## src/rtl/fetch_unit_if.sv

```systemverilog
// fetch_unit_if: icache, hazard-unit and F/D-latch signals of the fetch stage
interface fetch_unit_if #(parameter int CNT_W = 32);
    logic             ihit;
    logic [31:0]      iload;
    logic             fden;
    logic             halt;
    logic             branching;
    logic [31:0]      branch_target;
    logic             jumping;
    logic [31:0]      jump_target;
    logic             iren;
    logic [31:0]      iaddr;
    logic [31:0]      instr;
    logic [31:0]      npc;
    logic             fetch_valid;
    logic [CNT_W-1:0] fetch_count;
    modport master (
        output ihit, iload, fden, halt, branching, branch_target, jumping, jump_target,
        input  iren, iaddr, instr, npc, fetch_valid, fetch_count
    );
    modport slave (
        input  ihit, iload, fden, halt, branching, branch_target, jumping, jump_target,
        output iren, iaddr, instr, npc, fetch_valid, fetch_count
    );
endinterface

```

## src/rtl/fetch_unit.sv

```systemverilog
// fetch_unit: PC owner and icache requester; defers redirects across misses, freezes on halt
module fetch_unit #(
    parameter logic [31:0] PC_INIT = 32'h0000_0000,
    parameter int          CNT_W   = 32
) (
    input logic          clk,
    input logic          rst,
    fetch_unit_if.slave  bus_io
);
    typedef enum logic [1:0] {RUN, REDIR_WAIT, HALTED} state_e;
    state_e             state_q, state_d;
    logic [31:0]        pc_q, pc_d, pend_q, pend_d, tgt;
    logic [CNT_W-1:0]   cnt_q, cnt_d;
    logic               redir;
    assign redir = bus_io.branching | bus_io.jumping;
    assign tgt   = bus_io.branching ? bus_io.branch_target : bus_io.jump_target;
    always_comb begin
        state_d = state_q;
        pc_d    = pc_q;
        pend_d  = pend_q;
        cnt_d   = cnt_q;
        case (state_q)
            RUN: begin
                if (bus_io.halt) state_d = HALTED;
                else if (redir && bus_io.ihit) pc_d = tgt;
                else if (redir) begin
                    pend_d  = tgt;
                    state_d = REDIR_WAIT;
                end else if (bus_io.ihit && bus_io.fden) begin
                    pc_d  = pc_q + 32'd4;
                    cnt_d = cnt_q + 1'b1;
                end
            end
            REDIR_WAIT: begin
                // the miss in flight completes at the old PC; its word is dropped
                if (bus_io.halt) state_d = HALTED;
                else if (redir) begin
                    pend_d = tgt;
                    if (bus_io.ihit) begin
                        pc_d    = tgt;
                        state_d = RUN;
                    end
                end else if (bus_io.ihit) begin
                    pc_d    = pend_q;
                    state_d = RUN;
                end
            end
            default: state_d = HALTED;
        endcase
    end
    always_ff @(posedge clk or posedge rst) begin
        if (rst) begin
            state_q <= RUN;
            pc_q    <= PC_INIT;
            pend_q  <= '0;
            cnt_q   <= '0;
        end else begin
            state_q <= state_d;
            pc_q    <= pc_d;
            pend_q  <= pend_d;
            cnt_q   <= cnt_d;
        end
    end
    assign bus_io.iren        = state_q != HALTED;
    assign bus_io.iaddr       = pc_q;
    assign bus_io.npc         = pc_q + 32'd4;
    assign bus_io.instr       = bus_io.iload;
    assign bus_io.fetch_valid = bus_io.ihit & (state_q == RUN) & ~redir & ~bus_io.halt;
    assign bus_io.fetch_count = cnt_q;
endmodule
```

## src/flat_wrapper.sv

```systemverilog
// flat-port wrapper written by rule: the top's interface ports become plain ports
module fetch_unit_flat 
#(
    parameter logic [31:0] PC_INIT = 32'h0000_0000,
    parameter int          CNT_W   = 32
)
  (clk, rst, bus_io_ihit, bus_io_iload, bus_io_fden, bus_io_halt, bus_io_branching, bus_io_branch_target, bus_io_jumping, bus_io_jump_target, bus_io_iren, bus_io_iaddr, bus_io_instr, bus_io_npc, bus_io_fetch_valid, bus_io_fetch_count);
  fetch_unit_if #(.CNT_W(CNT_W)) bus_io_i ();
  input logic clk;
  input logic rst;
  input wire logic [$bits(bus_io_i.ihit)-1:0] bus_io_ihit;
  input wire logic [$bits(bus_io_i.iload)-1:0] bus_io_iload;
  input wire logic [$bits(bus_io_i.fden)-1:0] bus_io_fden;
  input wire logic [$bits(bus_io_i.halt)-1:0] bus_io_halt;
  input wire logic [$bits(bus_io_i.branching)-1:0] bus_io_branching;
  input wire logic [$bits(bus_io_i.branch_target)-1:0] bus_io_branch_target;
  input wire logic [$bits(bus_io_i.jumping)-1:0] bus_io_jumping;
  input wire logic [$bits(bus_io_i.jump_target)-1:0] bus_io_jump_target;
  output wire logic [$bits(bus_io_i.iren)-1:0] bus_io_iren;
  output wire logic [$bits(bus_io_i.iaddr)-1:0] bus_io_iaddr;
  output wire logic [$bits(bus_io_i.instr)-1:0] bus_io_instr;
  output wire logic [$bits(bus_io_i.npc)-1:0] bus_io_npc;
  output wire logic [$bits(bus_io_i.fetch_valid)-1:0] bus_io_fetch_valid;
  output wire logic [$bits(bus_io_i.fetch_count)-1:0] bus_io_fetch_count;
  assign bus_io_i.ihit = bus_io_ihit;
  assign bus_io_i.iload = bus_io_iload;
  assign bus_io_i.fden = bus_io_fden;
  assign bus_io_i.halt = bus_io_halt;
  assign bus_io_i.branching = bus_io_branching;
  assign bus_io_i.branch_target = bus_io_branch_target;
  assign bus_io_i.jumping = bus_io_jumping;
  assign bus_io_i.jump_target = bus_io_jump_target;
  assign bus_io_iren = bus_io_i.iren;
  assign bus_io_iaddr = bus_io_i.iaddr;
  assign bus_io_instr = bus_io_i.instr;
  assign bus_io_npc = bus_io_i.npc;
  assign bus_io_fetch_valid = bus_io_i.fetch_valid;
  assign bus_io_fetch_count = bus_io_i.fetch_count;
  fetch_unit #(.PC_INIT(PC_INIT), .CNT_W(CNT_W)) u_core (.clk(clk), .rst(rst), .bus_io(bus_io_i));
endmodule
```

## config.mk

```make
export PLATFORM = sky130hd
export DESIGN_NAME = fetch_unit_flat
export DESIGN_NICKNAME = d
export VERILOG_FILES = /design/src/rtl/fetch_unit_if.sv /design/src/rtl/fetch_unit.sv /design/src/flat_wrapper.sv
export SDC_FILE = /design/constraint.sdc
export NUM_CORES = 1
export LEC_CHECK = 0
export ABC_CLOCK_PERIOD_IN_PS = 4400
export BUFFER_PORTS_ARGS = -buffer_cell sky130_fd_sc_hd__clkbuf_2
export CORE_ASPECT_RATIO = 0.6
export CORE_MARGIN = 8
export CORE_UTILIZATION = 55
export DETAILED_ROUTE_END_ITERATION = 7
export GPL_TIMING_DRIVEN = 0
export PLACE_DENSITY_LB_ADDON = 0.08
export REMOVE_ABC_BUFFERS = 1
export SLEW_MARGIN = 0
export SYNTH_ARGS = -nofsm -noshare
export SYNTH_HDL_FRONTEND = slang
export SYNTH_SLANG_ARGS = --single-unit
```

## constraint.sdc

```tcl
create_clock -name clk -period 4.4 [get_ports clk]
set_input_delay 0.66 -clock clk [delete_from_list [all_inputs] [get_ports clk]]
set_output_delay 0.66 -clock clk [all_outputs]
set_load 0.03 [all_outputs]
```

==> Word-level counts from Yosys, hierarchy flattened <==
Index checks and enable logic that the tools add are counted.
{ "word_totals": {"register_bits": 98, "in_bits": 103, "wordCells": 53} }
{ "op_classes": {"add_sub_neg": 2, "n_eq_ne": 11, "muxes": 21, "n_bitwise": 7, "reduce_logical": 8} }
{ "ops": {"columns": ["operator", "count"], "rows": [
  ["2-to-1 mux 32 bit", 13],
  ["case mux 32 bit (2 select lines)", 2],
  ["adder 32 x 1 -> 32 bit (second input constant)", 1],
  ["adder 32 x 3 -> 32 bit (second input constant)", 1],
  ["2-to-1 mux 2 bit", 5],
  ["inequality test 2 bit (second input constant)", 5],
  ["inequality test 3 bit (second input constant)", 3],
  ["AND reduction 6 bit", 1],
  ["AND reduction 5 bit", 1],
  ["case mux 2 bit (2 select lines)", 1],
  ["AND reduction 4 bit", 1],
  ["bitwise AND 1 bit", 3],
  ["inequality test 3 x 1 -> 1 bit (second input constant)", 1],
  ["inequality test 3 x 2 -> 1 bit (second input constant)", 1],
  ["NOT 1 bit", 3],
  ["AND reduction 3 bit", 1],
  ["== test 2 x 1 -> 1 bit (second input constant)", 1],
  ["logical AND 1 bit", 2],
  ["logical NOT 2 bit", 1],
  ["nonzero test 2 bit", 1],
  ["OR 1 bit", 1]
]} }

==> Depth between registers and ports, before layout <==
Gate-level depths: netlist (run 1).
{ "depth": {"ltp_word": 6, "depth_mapped": 8} }

==> Worst setup path after synthesis (run 1) <==
No wires, ideal clock.
{ "synth_timing": {"path_kind": "register to output", "startpoint": "register u_core.pc_q[9], in the netlist u_core.bus_io.iaddr[9]", "endpoint": "output port bus_io_npc[29]", "t_arrival_ps": 2332, "setup_slack_ps": 1408, "path_stages_with_launch": 7, "path_cell_list": "dfrtp_1 -> clkbuf_2 -> nand4_4 -> or4_4 -> nor2_1 -> nand4_1 -> xnor2_1"} }
{ "synth_between": {"elab_chain_len": 1} }
{ "synth_lines": {"columns": ["item", "line_no", "text"], "rows": [
  ["start: declaration", "fetch_unit.sv:12", "logic [31:0] pc_q, pc_d, pend_q, pend_d, tgt;"],
  ["start signal: assignment", "fetch_unit.sv:59", "pc_q <= pc_d;"],
  ["adder 32 x 3 -> 32 bit", "fetch_unit.sv:66", "assign bus_io.npc = pc_q + 32'd4;"],
  ["end: declaration", "flat_wrapper.sv:22", "output wire logic [$bits(bus_io_i.npc)-1:0] bus_io_npc;"]
]} }
No other way between the ends.

==> Worst setup path in the final report (run 1) <==
{ "layout_timing": {"startpoint": "input port bus_io_jumping", "endpoint": "register u_core.pc_q[28], in the netlist u_core.bus_io.iaddr[28]"} }
{ "layout_between": {"elab_chain_len": 5} }
{ "layout_lines": {"columns": ["item", "line_no", "text"], "rows": [
  ["start: declaration", "flat_wrapper.sv:17", "input wire logic [$bits(bus_io_i.jumping)-1:0] bus_io_jumping;"],
  ["OR 1 bit *", "fetch_unit.sv:15", "assign redir = bus_io.branching | bus_io.jumping;"],
  ["logical AND 1 bit", "fetch_unit.sv:25", "else if (redir && bus_io.ihit) pc_d = tgt;"],
  ["2-to-1 mux 32 bit", "fetch_unit.sv:25", null],
  ["2-to-1 mux 32 bit", "fetch_unit.sv:24", "if (bus_io.halt) state_d = HALTED;"],
  ["case mux 32 bit (2 select lines)", "fetch_unit.sv:22", "case (state_q)"]
]} }
Mark *: on every way between the ends. The rest lies on a longest branch, timed or not. The select of a mux whose other input is x is not followed.
A chain may end at the register's enable or synchronous reset.

==> results of run 1 <==
==> per-layer routing <==
layer | wire, um | global-route usage (%) | vias to the layer above
met5 | 0 | 1.69 | -
met4 | 299 | 6.45 | 0
met3 | 2490 | 11.3 | 29
met2 | 9100 | 39.1 | 329
met1 | 9300 | 36.2 | 2950
li1 | - | - | 2774
==> power by group through the flow <==
stage                     combinational [mW]  clock (mW)  sequential (mW)
after detailed placement               0.348           0            0.997
after CTS                              0.349       0.837            0.979
final                                  0.348       0.832            0.981
after global placement                 0.333           0            0.993
after global routing                   0.378       0.871            0.986
after floorplan                        0.163           0             1.03
==> cell families (layout without fill, tap and decap cells) <==
family	after synthesis	after routing
AOI/OAI and AO/OA	183	183
xor gates and xnor gates	59	59
adders and majority gates	2	2
buffers and inverters	87	198
DFF	98	98
muxes	43	43
and+or+nand+nor	241	241
==> synth_stat cells, types with 15 or more instances <==
library cell,n
nor2b_1,28
nand2_1,79
nand3_1,30
mux2i_1,28
a22oi_1,26
a31oi_1,26
clkbuf_1,28
dfrtp_1,98
mux2_2,15
nor2_1,31
o21ai_0,60
a21oi_1,18
nand4_1,19
buf_4,35
xnor2_1,46
==> worst max-delay path, stage by stage <==
cell and delay (ns):
clkbuf_2 0.89, nor3_1 0.25, a21oi_2 0.98, nand3_1 0.83
or4_1 0.70, nand4_1 0.10
==> per-stage QoR <==
stage	power [mW]	cell area, um^2	utilization [%]
global route	2.23	7430	65.5
detailed placement	1.34	7120	62.8
finish	2.16	7430	65.5
CTS	2.16	7430	65.5
global placement	1.33	7000	61.8
floorplan	1.19	5960	-
==> registers in the layout, summed over array words and instances (netlist names) <==
register	flops
u_core.bus_io.fetch_count	32
u_core.bus_io.iaddr	32
u_core.pend_q	32
u_core.state_q	2
==> worst max path at each step <==
stage / startpoint / end / slack, ns / depth (start not counted)
floorplan: bus_io_jumping / u_core.bus_io.iaddr[14] / 0.38 / 5
global placement: bus_io_jumping / u_core.bus_io.iaddr[14] / -1.78 / 6
detailed placement: bus_io_jumping / u_core.bus_io.iaddr[28] / -0.04 / 6
CTS: bus_io_jumping / u_core.bus_io.iaddr[28] / 0.31 / 6
global route: bus_io_jumping / u_core.bus_io.iaddr[28] / 0.02 / 6
finish: bus_io_jumping / u_core.bus_io.iaddr[28] / 0.22 / 6
==> cell type report <==
type,count,area share [%]
well taps,160,2.70
multi-input cells,528,47.1
clock buffers,9,3.03
inverters,9,0.489
flip-flops and latches,98,33.0
repair buffers,173,12.6
clock inverters,7,1.13
==> results.sh, run 1 <==
export IMPL_outcome="complete, no violations"
export IMPL_wl_per_cell_um=21.5
export IMPL_syn_inst=713
export IMPL_synthAdderAreaFrac_pct=0.391
export IMPL_pre_cts_ws_ns=-0.0398
export IMPL_drcViolationCount=0
export IMPL_synth_area_mm2=0.00640
export IMPL_hpwl_um=15600
export IMPL_avgSynthCellArea_um2=8.98
export IMPL_synth_simple_area_share_pct=20.4
export IMPL_drv_slew=0
export IMPL_die_width_um=155
export IMPL_clk_pin_slew_ns=0.07
export IMPL_ir_drop_mv=0.196
export IMPL_regToRegSetupSlack_ns=0.82
export IMPL_cts_max_path_buffers=2
export IMPL_grt_max_degree=93
export IMPL_grt_pass1_wl_um=33300
export IMPL_synth_compound_area_share_pct=18.5
export IMPL_finalClockSkew_ns=0.0122
export IMPL_synth_ff_type="dfrtp_1"
export IMPL_fin_setup_tns_ns=0
export IMPL_cts_setup_buffers=0
export IMPL_antenna_cells=0
export IMPL_antenna_found_initial=0
export IMPL_synth_edf_count=0
export IMPL_worst_pin_slew_ns=1.23
export IMPL_core_area_mm2=0.0113
export IMPL_r2r_cells=5
export IMPL_die_y_um=99.6
export IMPL_ys_warn_count=0
export IMPL_p_clk_share_pct=38.5
export IMPL_multi_input_area_mm2=0.00350
export IMPL_endpoint_kind="register"
export IMPL_clock_sinks=98
export IMPL_synth_seq_area_share_pct=38.3
export IMPL_slew_headroom_pct=17.6
export IMPL_fmax_mhz=239
export IMPL_yosys_area_top_type_share_pct=38.3
export IMPL_p_leak_nw=3.33
export IMPL_rows=30
export IMPL_cp_required_ns=4.67
export IMPL_numPortBuffers=168
export IMPL_layout_commonest_cell="clkbuf_2"
export IMPL_p_sw_share_pct=30.5
export IMPL_htree_levels=3
export IMPL_drive_gt1_share_pct=26.8
export IMPL_p_seq_share_pct=45.4
export IMPL_io_pins=233
export IMPL_viasPerCell=6.18
export IMPL_drt_iter0_drc=556
export IMPL_yosys_top_cells_area="dfrtp_1, xnor2_1, o21ai_0"
export IMPL_cp_max_fo=54
export IMPL_grt_usage_pct=26.9
export IMPL_async_flop_share_pct=100
export IMPL_fin_cells=984
export IMPL_synth_top_family_by_area="simple AND/OR/NAND/NOR gates"
export IMPL_seq_area_mm2=0.00245
export IMPL_num_vias=6082
export IMPL_cp_start_kind="input port"
export IMPL_final_nets=924
export IMPL_start_util_pct=56.5
export IMPL_dieArea_mm2=0.0155
export IMPL_combinationalPowerShare_pct=16.1
export IMPL_cts_buffers=9
export IMPL_hold_ws_ns=0.367
export IMPL_hold_buffers=0
export IMPL_synth_xor_xnor_area_share_pct=8.07
export IMPL_syn_to_final_growth_pct=16.1
export IMPL_min_period_over_period_pct=95.0
export IMPL_maxCapViolCount=0
export IMPL_r2r_start="u_core.state_q[1]"
export IMPL_setup_viol=0
export IMPL_synthMuxAreaShare_pct=7.02
export IMPL_ctsRootBufferMaster="clkbuf_16"
export IMPL_final_antenna_net_count=0
export IMPL_rr_endpoint="u_core.bus_io.iaddr[28]"
export IMPL_hold_violations=0
export IMPL_clkLatencyLatePin_ns=0.35
export IMPL_cts_resized=0
export IMPL_synth_cell_types=59
export IMPL_synth_top_area_cell="dfrtp_1"
export IMPL_synth_seq_cells=98
export IMPL_fill_cells=949
export IMPL_tritoncts="yes"
export IMPL_final_cell_mix="clkbuf_2, dfrtp_1, nand2_1, o21ai_0, xnor2_1"
export IMPL_p_int_mw=1.50
export IMPL_fin_ws_ns=0.222
export IMPL_final_min_clock_period_ns=4.18
export IMPL_dp_cells=968
export IMPL_crit_type="in2reg"
export IMPL_finalWirelength_um=21200
export IMPL_power_net_switching_mw=0.660
export IMPL_hp_class="in2async"
export IMPL_gp_congestion=0.829
export IMPL_worst_ep_arrival_time_ns=4.45
export IMPL_grt_setup_unrepaired="false"
export IMPL_firstDrtPassIters=5
export IMPL_p_per_area_mw_per_mm2=291
export IMPL_grt_pass1_vias=6138
export IMPL_overflow=0
Power figures use the tool's default switching activity.
==> run 2, diff against run 1 <==
ABC_CLOCK_PERIOD_IN_PS = 5000   (was 4400)
SLEW_MARGIN = 10   (was 0)
clock period = 5 ns   (was 4.4 ns; I/O delays follow)
==> results.sh, run 2 (same netlist as run 1, synthesis figures left out) <==
export IMPL_finalWirelength_um=21200
export IMPL_clk_pin_slew_ns=0.07
export IMPL_p_per_area_mw_per_mm2=249
export IMPL_dieArea_mm2=0.0155
export IMPL_fill_cells=940
export IMPL_antenna_found_initial=0
export IMPL_placed_area_mm2=0.00714
export IMPL_crit_type="in2reg"
export IMPL_finalClockSkew_ns=0.00922
export IMPL_final_antenna_net_count=0
export IMPL_p_leak_nw=3.34
export IMPL_grt_pass1_vias=6106
export IMPL_fin_util_pct=65.5
export IMPL_slew_headroom_pct=19.2
export IMPL_drv_slew=0
export IMPL_ir_drop_mv=0.163
export IMPL_start_util_pct=56.5
export IMPL_fmax_mhz=235
export IMPL_min_period_over_period_pct=85.2
export IMPL_path_buf_inv=1
export IMPL_clock_sinks=98
export IMPL_cp_max_fo=54
export IMPL_multi_input_area_mm2=0.00350
export IMPL_grt_max_degree=56
export IMPL_syn_to_final_growth_pct=16.1
export IMPL_final_cell_mix="clkbuf_2, dfrtp_1, nand2_1, o21ai_0, xnor2_1"
export IMPL_htree_levels=3
export IMPL_worst_pin_slew_ns=1.21
export IMPL_hp_class="in2async"
export IMPL_final_nets=926
export IMPL_pre_cts_ws_ns=0.462
export IMPL_num_vias=6170
export IMPL_cts_buffers=9
export IMPL_final_design_area_no_fill_mm2=0.00743
export IMPL_die_y_um=99.6
export IMPL_core_area_mm2=0.0113
export IMPL_met1_length_um=9020
export IMPL_outcome="complete, no violations"
export IMPL_grt_setup_unrepaired="false"
export IMPL_overflow=0
export IMPL_cts_max_path_buffers=2
export IMPL_viasPerCell=6.26
export IMPL_top_layer="met4"
export IMPL_wl_per_cell_um=21.5
export IMPL_fin_ws_ns=0.739
export IMPL_cp_start_kind="input port"
export IMPL_seq_area_mm2=0.00245
export IMPL_drt_iter0_drc=503
export IMPL_final_min_clock_period_ns=4.26
export IMPL_antenna_cells=0
export IMPL_layout_commonest_cell="clkbuf_2"
export IMPL_ctsRootBufferMaster="clkbuf_16"
export IMPL_total_power_mw=1.85
export IMPL_numPortBuffers=168
export IMPL_grt_pass1_wl_um=33200
export IMPL_maxCapViolCount=0
export IMPL_worst_ep_arrival_time_ns=4.54
export IMPL_die_width_um=155
export IMPL_firstDrtPassIters=5
export IMPL_rows=30
export IMPL_met3_length_um=2780
export IMPL_regToRegSetupSlack_ns=1.42
export IMPL_grt_usage_pct=26.8
export IMPL_cp_required_ns=5.28
export IMPL_gp_congestion=0.829
export IMPL_crit_chain="clkbuf_2 -> nor3_1 -> a21oi_2 -> nand3_1 -> or4_1 -> nand4_1"
export IMPL_cp_top_family="simple AND/OR/NAND/NOR gates"
export IMPL_io_pins=233
export IMPL_drive_gt1_share_pct=27.0
export IMPL_hold_buffers=0
export IMPL_hpwl_um=15800
export IMPL_cts_setup_buffers=0
export IMPL_tritoncts="yes"
export IMPL_cts_resized=0
export IMPL_dr_wl_met2_um=9170
export IMPL_drcViolationCount=0
export IMPL_slowest_stage="a21oi_2"
export IMPL_endpoint_kind="register"
export IMPL_hold_violations=0
export IMPL_clkLatencyLatePin_ns=0.35
export IMPL_setup_viol=0
export IMPL_cpPeakStageDelay_ns=0.97
export IMPL_fin_setup_tns_ns=0
## run 2: cell count changes in the layout (fill, tap and decap cells not counted), sizes merged
cell / change
buf: +2
bufinv: -1
clkinvlp: -2
clkinv: +3
## run 2: worst paths after layout
check | from | endpoint | cells past startpoint
worst max register to register | u_core.state_q[1] | u_core.bus_io.iaddr[28] | 5
worst min-delay path | rst | u_core.bus_io.fetch_count[20] | 2
worst max-delay path | bus_io_jumping | u_core.bus_io.iaddr[28] | 6
worst min register to register | u_core.pend_q[28] | u_core.pend_q[28] | 2
max in group asynchronous | rst | u_core.pend_q[6] | 3
min in group clk | u_core.pend_q[28] | u_core.pend_q[28] | 2
## run 2: through the flow
step | std cells | hold WS (ns)
after floorplan | 635 | 0.444
after global placement | 963 | 0.458
after detailed placement | 970 | 0.472
after CTS | 986 | 0.489
after global routing | 986 | 0.509
final | 986 | 0.465
## run 2: report_power, final
group,switching (mW),internal [mW]
clock network,0.332,0.348
logic,0.203,0.105
registers,0.0434,0.820
## run 2: area by class of cell
| type | count | share of cell area [%] |
|---|---|---|
| Clock inverter | 7 | 0.825 |
| Timing Repair Buffer | 175 | 12.9 |
| Tap cell | 160 | 2.69 |
| Multi-Input combinational cell | 528 | 47.1 |
| Inverter | 9 | 0.488 |
| Sequential cell | 98 | 33.0 |
| Clock buffer | 9 | 3.03 |
## run 2: routing by layer
layer	vias up	GRT usage (%)
met5	-	1.69
met1	3016	35.6
met4	0	5.86
met3	24	11.6
li1	2774	-
met2	356	39.5
